**config.mk**
```make
export PLATFORM = sky130hd
export DESIGN_NAME = muldiv_unit_flat
export DESIGN_NICKNAME = d
export VERILOG_FILES = /design/src/rtl/muldiv_unit_if.sv /design/src/rtl/muldiv_unit.sv /design/src/flat_wrapper.sv
export SDC_FILE = /design/constraint.sdc
export NUM_CORES = 1
export LEC_CHECK = 0
export BUFFER_PORTS_ARGS = -buffer_cell sky130_fd_sc_hd__buf_4
export CAP_MARGIN = 20
export CORE_ASPECT_RATIO = 0.7
export CORE_MARGIN = 4
export CORE_UTILIZATION = 45
export CTS_CLUSTER_DIAMETER = 80
export DETAILED_ROUTE_END_ITERATION = 8
export PLACE_DENSITY = 0.66
export SETUP_SLACK_MARGIN = 0.02
export SLEW_MARGIN = 15
export SYNTH_ARGS = -nofsm -noshare
export SYNTH_HDL_FRONTEND = slang
export SYNTH_SLANG_ARGS = --single-unit
```
**constraint.sdc**
```tcl
create_clock -name CLK -period 5.2 [get_ports CLK]
set_clock_uncertainty 0.2 [all_clocks]
set_input_delay 0.52 -clock CLK [delete_from_list [all_inputs] [get_ports CLK]]
set_output_delay 0.52 -clock CLK [all_outputs]
set_load 0.05 [all_outputs]
```
**src/rtl/muldiv_unit_if.sv**
```systemverilog
// Request/response bundle between the EX stage and the multiply/divide unit.
// The unit samples START only in IDLE or DONE; DONE pulses one cycle with RESULT valid.
interface muldiv_unit_if #(
  parameter int WIDTH = 32
);
  logic             START;
  logic [2:0]       SELECT;
  logic [WIDTH-1:0] DATA1;
  logic [WIDTH-1:0] DATA2;
  logic             FLUSH;
  logic             BUSY;
  logic             DONE;
  logic [WIDTH-1:0] RESULT;
  logic             DIV0_FLAG;
  logic [1:0]       STATE;

  modport master (
    output START, SELECT, DATA1, DATA2, FLUSH,
    input  BUSY, DONE, RESULT, DIV0_FLAG, STATE
  );

  modport slave (
    input  START, SELECT, DATA1, DATA2, FLUSH,
    output BUSY, DONE, RESULT, DIV0_FLAG, STATE
  );
endinterface

```
**src/rtl/muldiv_unit.sv**
```systemverilog
// Fixed-latency RV32M multiply/divide unit: WIDTH shift-add or restoring-divide
// iterations on operand magnitudes, then one sign/special-case fix-up cycle.
module muldiv_unit #(
  parameter int WIDTH = 32,
  parameter int CNT_W = $clog2(WIDTH) + 1
) (
  input  logic         CLK,
  input  logic         RESET,
  muldiv_unit_if.slave bus
);

  localparam logic [1:0] S_IDLE = 2'd0;
  localparam logic [1:0] S_CALC = 2'd1;
  localparam logic [1:0] S_FIX  = 2'd2;
  localparam logic [1:0] S_DONE = 2'd3;
  localparam logic [CNT_W-1:0] LAST = CNT_W'(WIDTH - 1);

  logic [1:0]         state_q, state_d;
  logic [2:0]         sel_q, sel_d;
  logic               a_neg_q, a_neg_d, b_neg_q, b_neg_d, div0_q, div0_d;
  logic [WIDTH-1:0]   a_mag_q, a_mag_d, b_mag_q, b_mag_d;
  logic [CNT_W-1:0]   cnt_q, cnt_d;
  logic [2*WIDTH-1:0] prod_q, prod_d;
  logic [WIDTH:0]     rem_q, rem_d;
  logic [WIDTH-1:0]   quot_q, quot_d;
  logic [WIDTH-1:0]   result_q, result_d;
  logic               flag_q, flag_d;

  logic               accept, sgn1, sgn2, in_neg1, in_neg2, sgn_diff;
  logic [WIDTH-1:0]   in_mag1, in_mag2;
  logic [WIDTH:0]     mul_sum;
  logic [2*WIDTH-1:0] prod_step, prod_fix;
  logic [WIDTH+1:0]   rem_shift, rem_diff;
  logic [WIDTH:0]     rem_step;
  logic [WIDTH-1:0]   quot_step, quot_fix, rem_fix, fix_result;

  assign accept  = bus.START && !bus.FLUSH && (state_q == S_IDLE || state_q == S_DONE);
  assign sgn1    = bus.SELECT[2] ? !bus.SELECT[0]
                                 : (bus.SELECT[1:0] == 2'b01 || bus.SELECT[1:0] == 2'b10);
  assign sgn2    = bus.SELECT[2] ? !bus.SELECT[0] : (bus.SELECT[1:0] == 2'b01);
  assign in_neg1 = sgn1 && bus.DATA1[WIDTH-1];
  assign in_neg2 = sgn2 && bus.DATA2[WIDTH-1];
  assign in_mag1 = in_neg1 ? -bus.DATA1 : bus.DATA1;
  assign in_mag2 = in_neg2 ? -bus.DATA2 : bus.DATA2;

  // Multiplier sits in the low half of prod_q and is shifted out as the product grows.
  assign mul_sum   = {1'b0, prod_q[2*WIDTH-1:WIDTH]} + (prod_q[0] ? {1'b0, a_mag_q} : '0);
  assign prod_step = {mul_sum, prod_q[WIDTH-1:1]};

  assign rem_shift = {rem_q, quot_q[WIDTH-1]};
  assign rem_diff  = rem_shift - {2'b00, b_mag_q};
  assign rem_step  = rem_diff[WIDTH+1] ? rem_shift[WIDTH:0] : rem_diff[WIDTH:0];
  assign quot_step = {quot_q[WIDTH-2:0], ~rem_diff[WIDTH+1]};

  assign sgn_diff = a_neg_q ^ b_neg_q;
  assign prod_fix = sgn_diff ? -prod_q : prod_q;
  assign quot_fix = sgn_diff ? -quot_q : quot_q;
  assign rem_fix  = a_neg_q ? -rem_q[WIDTH-1:0] : rem_q[WIDTH-1:0];

  // A zero divisor leaves the dividend in the remainder, so REM/REMU already return DATA1;
  // most-negative / -1 yields most-negative quotient and zero remainder without extra logic.
  always_comb begin
    fix_result = rem_fix;
    case (sel_q)
      3'b000:                 fix_result = prod_fix[WIDTH-1:0];
      3'b001, 3'b010, 3'b011: fix_result = prod_fix[2*WIDTH-1:WIDTH];
      3'b100, 3'b101:         fix_result = div0_q ? '1 : quot_fix;
      default:                fix_result = rem_fix;
    endcase
  end

  always_comb begin
    state_d  = state_q;
    sel_d    = sel_q;
    a_neg_d  = a_neg_q;
    b_neg_d  = b_neg_q;
    div0_d   = div0_q;
    a_mag_d  = a_mag_q;
    b_mag_d  = b_mag_q;
    cnt_d    = cnt_q;
    prod_d   = prod_q;
    rem_d    = rem_q;
    quot_d   = quot_q;
    result_d = result_q;
    flag_d   = flag_q;
    case (state_q)
      S_IDLE, S_DONE: begin
        state_d = S_IDLE;
        if (accept) begin
          state_d = S_CALC;
          sel_d   = bus.SELECT;
          a_neg_d = in_neg1;
          b_neg_d = in_neg2;
          a_mag_d = in_mag1;
          b_mag_d = in_mag2;
          div0_d  = (bus.DATA2 == '0);
          cnt_d   = '0;
          prod_d  = {{WIDTH{1'b0}}, in_mag2};
          rem_d   = '0;
          quot_d  = in_mag1;
        end
      end
      S_CALC: begin
        if (bus.FLUSH) begin
          state_d = S_IDLE;
        end else begin
          prod_d = prod_step;
          rem_d  = rem_step;
          quot_d = quot_step;
          cnt_d  = cnt_q + 1'b1;
          if (cnt_q == LAST) state_d = S_FIX;
        end
      end
      S_FIX: begin
        if (bus.FLUSH) begin
          state_d = S_IDLE;
        end else begin
          result_d = fix_result;
          flag_d   = sel_q[2] && div0_q;
          state_d  = S_DONE;
        end
      end
      default: state_d = S_IDLE;
    endcase
  end

  always_ff @(posedge CLK or negedge RESET) begin
    if (!RESET) begin
      state_q  <= S_IDLE;
      sel_q    <= '0;
      a_neg_q  <= 1'b0;
      b_neg_q  <= 1'b0;
      div0_q   <= 1'b0;
      a_mag_q  <= '0;
      b_mag_q  <= '0;
      cnt_q    <= '0;
      prod_q   <= '0;
      rem_q    <= '0;
      quot_q   <= '0;
      result_q <= '0;
      flag_q   <= 1'b0;
    end else begin
      state_q  <= state_d;
      sel_q    <= sel_d;
      a_neg_q  <= a_neg_d;
      b_neg_q  <= b_neg_d;
      div0_q   <= div0_d;
      a_mag_q  <= a_mag_d;
      b_mag_q  <= b_mag_d;
      cnt_q    <= cnt_d;
      prod_q   <= prod_d;
      rem_q    <= rem_d;
      quot_q   <= quot_d;
      result_q <= result_d;
      flag_q   <= flag_d;
    end
  end

  assign bus.BUSY      = (state_q == S_CALC) || (state_q == S_FIX);
  assign bus.DONE      = (state_q == S_DONE);
  assign bus.RESULT    = result_q;
  assign bus.DIV0_FLAG = flag_q;
  assign bus.STATE     = state_q;

endmodule

```
**src/flat_wrapper.sv**
```systemverilog
// flat-port wrapper written by rule: the top's interface ports become plain ports
module muldiv_unit_flat 
#(
  parameter int WIDTH = 32,
  parameter int CNT_W = $clog2(WIDTH) + 1
)
  (CLK, RESET, bus_START, bus_SELECT, bus_DATA1, bus_DATA2, bus_FLUSH, bus_BUSY, bus_DONE, bus_RESULT, bus_DIV0_FLAG, bus_STATE);
  muldiv_unit_if #(.WIDTH(WIDTH)) bus_i ();
  input  logic CLK;
  input  logic RESET;
  input wire logic [$bits(bus_i.START)-1:0] bus_START;
  input wire logic [$bits(bus_i.SELECT)-1:0] bus_SELECT;
  input wire logic [$bits(bus_i.DATA1)-1:0] bus_DATA1;
  input wire logic [$bits(bus_i.DATA2)-1:0] bus_DATA2;
  input wire logic [$bits(bus_i.FLUSH)-1:0] bus_FLUSH;
  output wire logic [$bits(bus_i.BUSY)-1:0] bus_BUSY;
  output wire logic [$bits(bus_i.DONE)-1:0] bus_DONE;
  output wire logic [$bits(bus_i.RESULT)-1:0] bus_RESULT;
  output wire logic [$bits(bus_i.DIV0_FLAG)-1:0] bus_DIV0_FLAG;
  output wire logic [$bits(bus_i.STATE)-1:0] bus_STATE;
  assign bus_i.START = bus_START;
  assign bus_i.SELECT = bus_SELECT;
  assign bus_i.DATA1 = bus_DATA1;
  assign bus_i.DATA2 = bus_DATA2;
  assign bus_i.FLUSH = bus_FLUSH;
  assign bus_BUSY = bus_i.BUSY;
  assign bus_DONE = bus_i.DONE;
  assign bus_RESULT = bus_i.RESULT;
  assign bus_DIV0_FLAG = bus_i.DIV0_FLAG;
  assign bus_STATE = bus_i.STATE;
  muldiv_unit #(.WIDTH(WIDTH), .CNT_W(CNT_W)) u_core (.CLK(CLK), .RESET(RESET), .bus(bus_i));
endmodule
```
Word-level counts from Yosys, hierarchy flattened:

Cells that the tools add are included.

* equality and inequality tests: 14
* muxes and demuxes: 28
* reduce and logical (&&, ||, !) cells: 20
* add/subtract/negate cells: 8
* bitwise operators: 3

Operators by type and width (number)
* 2-to-1 mux 32 bit: 8
* 2-to-1 mux 64 bit: 3
* negation 32 bit: 4
* case mux 64 bit (2 select lines): 1
* 2-to-1 mux 33 bit: 3
* case mux 32 bit (3 select lines): 1
* case mux 33 bit (2 select lines): 1
* negation 64 bit: 1
* case mux 32 bit (2 select lines): 1
* subtractor 34 x 32 -> 34 bit: 1
* adder 32 x 33 -> 33 bit: 1
* logical NOT 32 bit: 1
* 2-to-1 mux 6 bit: 2
* case mux 6 bit (2 select lines): 1
* adder 6 x 1 -> 6 bit, second input constant: 1
* == test 2 bit, second input constant: 3
* == test 3 x 2 -> 1 bit, second input constant: 2
* == test 3 bit, second input constant: 2
* == test 6 x 5 -> 1 bit, second input constant: 1
* 2-to-1 mux 2 bit: 3
* case mux 2 bit (3 select lines): 1
* logical AND 1 bit: 5
* == test 2 x 1 -> 1 bit, second input constant: 2
* AND reduction 2 bit: 2
* 15 further kinds: 22

* output and inout port bits: 37
* bits of input ports: 71
* logic and storage cells: 86
* register bits: 240

Logic depth before layout (Yosys ltp):

* depth after elaboration: 7
* depth in mapped cells: 15
* mapped depth without buffers: 13

Worst setup path before layout:

No wires, ideal clock.

* path type: register -> register
* from: reg u_core.prod_q[0]
* to: reg u_core.prod_q[62]
* setup slack: 1.658 ns
* stages on the path, launching flop included: 14
* arrival: 3.221 ns
* data required time: 4.878 ns
* period minus slack after synthesis: 3.542 ns
* setup time: 0.122 ns
* buffers on the path: 2
* cell sequence: dfrtp_1 -> clkbuf_1 -> clkbuf_1 -> and2_1 -> ha_1 -> a21o_1 -> a21o_1 -> a221o_1 -> nor3_1 -> a2111oi_0 -> a221oi_1 -> nor3_1 -> or3_1 -> a32o_1

* word-level cells in the longest chain between the ends: 4

Ends and longest elaborated chain
* start, declared: RTL line muldiv_unit.sv:23 `logic [2*WIDTH-1:0] prod_q, prod_d;`
* start signal, assigned: RTL line muldiv_unit.sv:151 `prod_q <= prod_d;`
* 2-to-1 mux 32 bit: RTL line muldiv_unit.sv:47 `assign mul_sum = {1'b0, prod_q[2*WIDTH-1:WIDTH]} + (prod_q[0] ? {1'b0, a_mag_q} : '0);`
* adder 32 x 33 -> 33 bit: RTL line muldiv_unit.sv:47
* 2-to-1 mux 64 bit: RTL line muldiv_unit.sv:104 `if (bus.FLUSH) begin`
* case mux 64 bit (2 select lines): RTL line muldiv_unit.sv:86 `case (state_q)`

No other way between the ends. The select of a mux whose other input is x is not followed.
A chain may end at the register's enable or synchronous reset.

Worst setup path after layout:

Ends and elaborated chain as after synthesis.

==> results.cfg <==
[cells_and_area]
final_core_util = 0.517
fin_nets = 2361
n_antenna_cell = 0
layout-drive-gt1-share = 0.0958
synthToLayoutAreaGrowth_pct = 12.6

[clocking]
clk-insertion-delay-late_ns = 0.57
clockBufferDepth = 3
clock_sinks = 240
numCtsBuffers = 26
cts_tree = built
h-tree-depth = 1
root_buffer = clkbuf_16
postCtsSetupBuffers = 0
clkTransAtPathRegs_ns = 0.07

[synthesis]
async_reset_ff_frac = 1.00
ys_ff_latch = 240
syn_avg_cell_area_um2 = 8.18
synth.area.top_cells = dfrtp_1 34%, o21ai_0 8.1%, xor2_1 6.5%, ha_1 5.2%, nand2_1 5.1%
yosysTopAreaCell = dfrtp_1
synth_cell_types = 77
synth-edff-count = 0
syn_area_um2 = 17800
ys.warnings.count = 0
ys_seq_area_frac = 0.338
syn_inst = 2174
synthTopCellsByCount = 286 x o21ai_0, 240 x dfrtp_1, 240 x nand2_1
synth_flop_cell = dfrtp_1
synth_nets = 2321
post-synth-top-count-cell = o21ai_0
synth_top_area_share = 0.338

[place]
post-place-ws_ns = 1.04
port_buffers = 107
globalplace.congestion = 0.976
hpwl_um = 48800

[power]
power_density_nw_per_um2 = 350
pwr-share-seq = 0.357
p_leak_nw = 8.87
peakVddDrop_uv = 280
clockPowerShare = 0.289
power.switching_mw = 2.83
p_sw_frac = 0.403
combPwrFrac = 0.354
p_int_mw = 4.18
power.total_mw = 7.01

[drt]
drt-total-wl_um = 63600
detail-route-antenna-nets = 0
wire_per_inst_um = 23.0
firstDrtPassIters = 5
first_iter_violations = 2141
num_vias = 17100
drc = 0
viasPerCell = 6.20

[global_routing]
grt_use_total = 0.287
antenna_found_initial = 4
grt_pass1_vias = 15600
grt-ovfl-total = 0
grt_max_degree = 100
grt_pass1_wl_um = 95900

[setup_path]
required_ns = 5.45
crit_slowest_cell = dfrtp_1
rr_endpoint = u_core.prod_q[62]
path_common_cell = o21ai_0
endpoint_kind = register
path_delay_family = compound AO/OA/AOI/OAI gates
critical_path.cell_chain = and2_1, ha_1, o21ai_0, o21ai_0, nor3b_1, nand3_1, a2111oi_0, a221oi_1, nor3_1, o21ai_0, a32o_1
cp.buffers_inverters = 0
criticalPathCategory = register to register
cp-start-kind = register
rrSetupSlack_ns = 0.92
path_max_fanout = 20
max_stage_delay_ns = 0.86
worstPathArrival_ns = 4.53
r2r_start = u_core.prod_q[0]
ff2ff_path_depth = 11

[sta]
final_max_slew_viol_count = 0
tightest_slew_ns = 1.08
fin_crit_sh = 0.823
hold_violations = 0
timing.final.ws_setup_ns = 0.922
setup_viol = 0
slew_headroom = 0.281
fmax_mhz = 234
rsz0062_at_grt = false
period_minus_slack_ns = 4.28
final.setup.tns_ns = 0

[min_path]
min_to = u_core.a_mag_q[31]
hold_path_class = primary input to register
hold_path.startpoint = bus_DATA1[31]
holdPathStages = 3

[die]
ios = 108
design.core.area_um2 = 38700
num_rows = 60
die_h_um = 174
start_util = 0.459
die_area_um2 = 42800
die_w_um = 246

[status]
status = finished clean

[job]
cap_violations = 0
==> cell usage in the layout (no fill, tap or decap), types with 19 or more instances in the layout <==
cell / count
inv_1: 68
a31oi_1: 21
nor2_1: 142
dfrtp_1: 240
a21oi_1: 152
xor2_1: 130
o21ai_0: 286
nor3_1: 36
nor4_1: 19
nand2_1: 239
o22ai_1: 23
xnor2_1: 98
or4_1: 23
clkbuf_16: 26
nand3_1: 26
buf_4: 138
o31ai_1: 37
o41ai_1: 22
ha_1: 74
a21o_1: 33
a22oi_1: 51
nand2b_1: 21
and2_1: 39
==> worst max path at each step <==
| stage | cells after the start | start | to | slack (ns) |
|---|---|---|---|---|
| detailed placement | 11 | u_core.prod_q[0] | u_core.prod_q[62] | 1.04 |
| global route | 11 | u_core.prod_q[0] | u_core.prod_q[62] | 0.57 |
| global placement | 11 | u_core.prod_q[0] | u_core.prod_q[62] | 1.21 |
| floorplan | 13 | u_core.prod_q[0] | u_core.prod_q[62] | 1.66 |
| finish | 11 | u_core.prod_q[0] | u_core.prod_q[62] | 0.92 |
| CTS | 11 | u_core.prod_q[0] | u_core.prod_q[62] | 1.01 |
==> power by group through the flow <==
stage | clock network (mW) | registers, mW | logic (mW)
final | 2.03 | 2.50 | 2.48
after CTS | 2.05 | 2.48 | 2.40
after global routing | 2.13 | 2.52 | 2.69
after floorplan | 0 | 2.33 | 1.66
after global placement | 0 | 2.50 | 2.36
after detailed placement | 0 | 2.51 | 2.39
==> tightest hold or removal path: stages <==
cell and delay [ns]:
buf_4 0.09, nand3_1 0.10, nand2_1 0.08
==> cell families after synthesis <==
logic type | synth area share
and+or+nand+nor | 0.177
AOI/OAI and AO/OA | 0.265
xor gates and xnor gates | 0.113
buffers and inverters | 0.0431
DFF | 0.338
adders and majority gates | 0.0543
muxes | 0.00901
==> through the flow <==
stage / hold slack (ns) / instance area [µm²] / cells
floorplan: 0.0244 / 17800 / 2174
global placement: 0.254 / 19000 / 2709
CTS: 0.0445 / 20000 / 2760
detailed placement: 0.273 / 19000 / 2709
finish: 0.0612 / 20000 / 2761
global route: 0.0513 / 20000 / 2761
==> repair_timing <==
| action | CTS | global route |
|---|---|---|
| endpoints found under the hold margin | 82 | 0 |
| setup endpoints to repair | 0 | 0 |
| gates resized for setup | 0 | 0 |
| hold buffers | 3 | 0 |
==> metal layers <==
layer,wire [µm],GRT usage
met5,12,0
met4,1030,0.0439
met3,7530,0.0975
met2,25000,0.390
met1,30000,0.447
==> area by class of cell <==
cell class,count,area [µm²]
Clock inverter,17,208
Clock buffer,31,709
Tap cell,527,659
Sequential cell,240,6010
Multi-Input combinational cell,1733,11100
Timing Repair Buffer,144,1120
Inverter,69,259
Fill cell,3735,18700
==> state kept, by name, summed over array words and instances, names as in the netlist <==
register / cells
u_core.prod_q: 64
u_core.rem_q: 33
u_core.a_mag_q: 32
u_core.b_mag_q: 32
u_core.bus.RESULT: 32
u_core.quot_q: 32
u_core.cnt_q: 6
u_core.sel_q: 3
u_core.bus.STATE: 2
u_core.a_neg_q: 1
u_core.b_neg_q: 1
u_core.bus.DIV0_FLAG: 1
u_core.div0_q: 1
No activity file was read; power rests on OpenSTA's default activity.
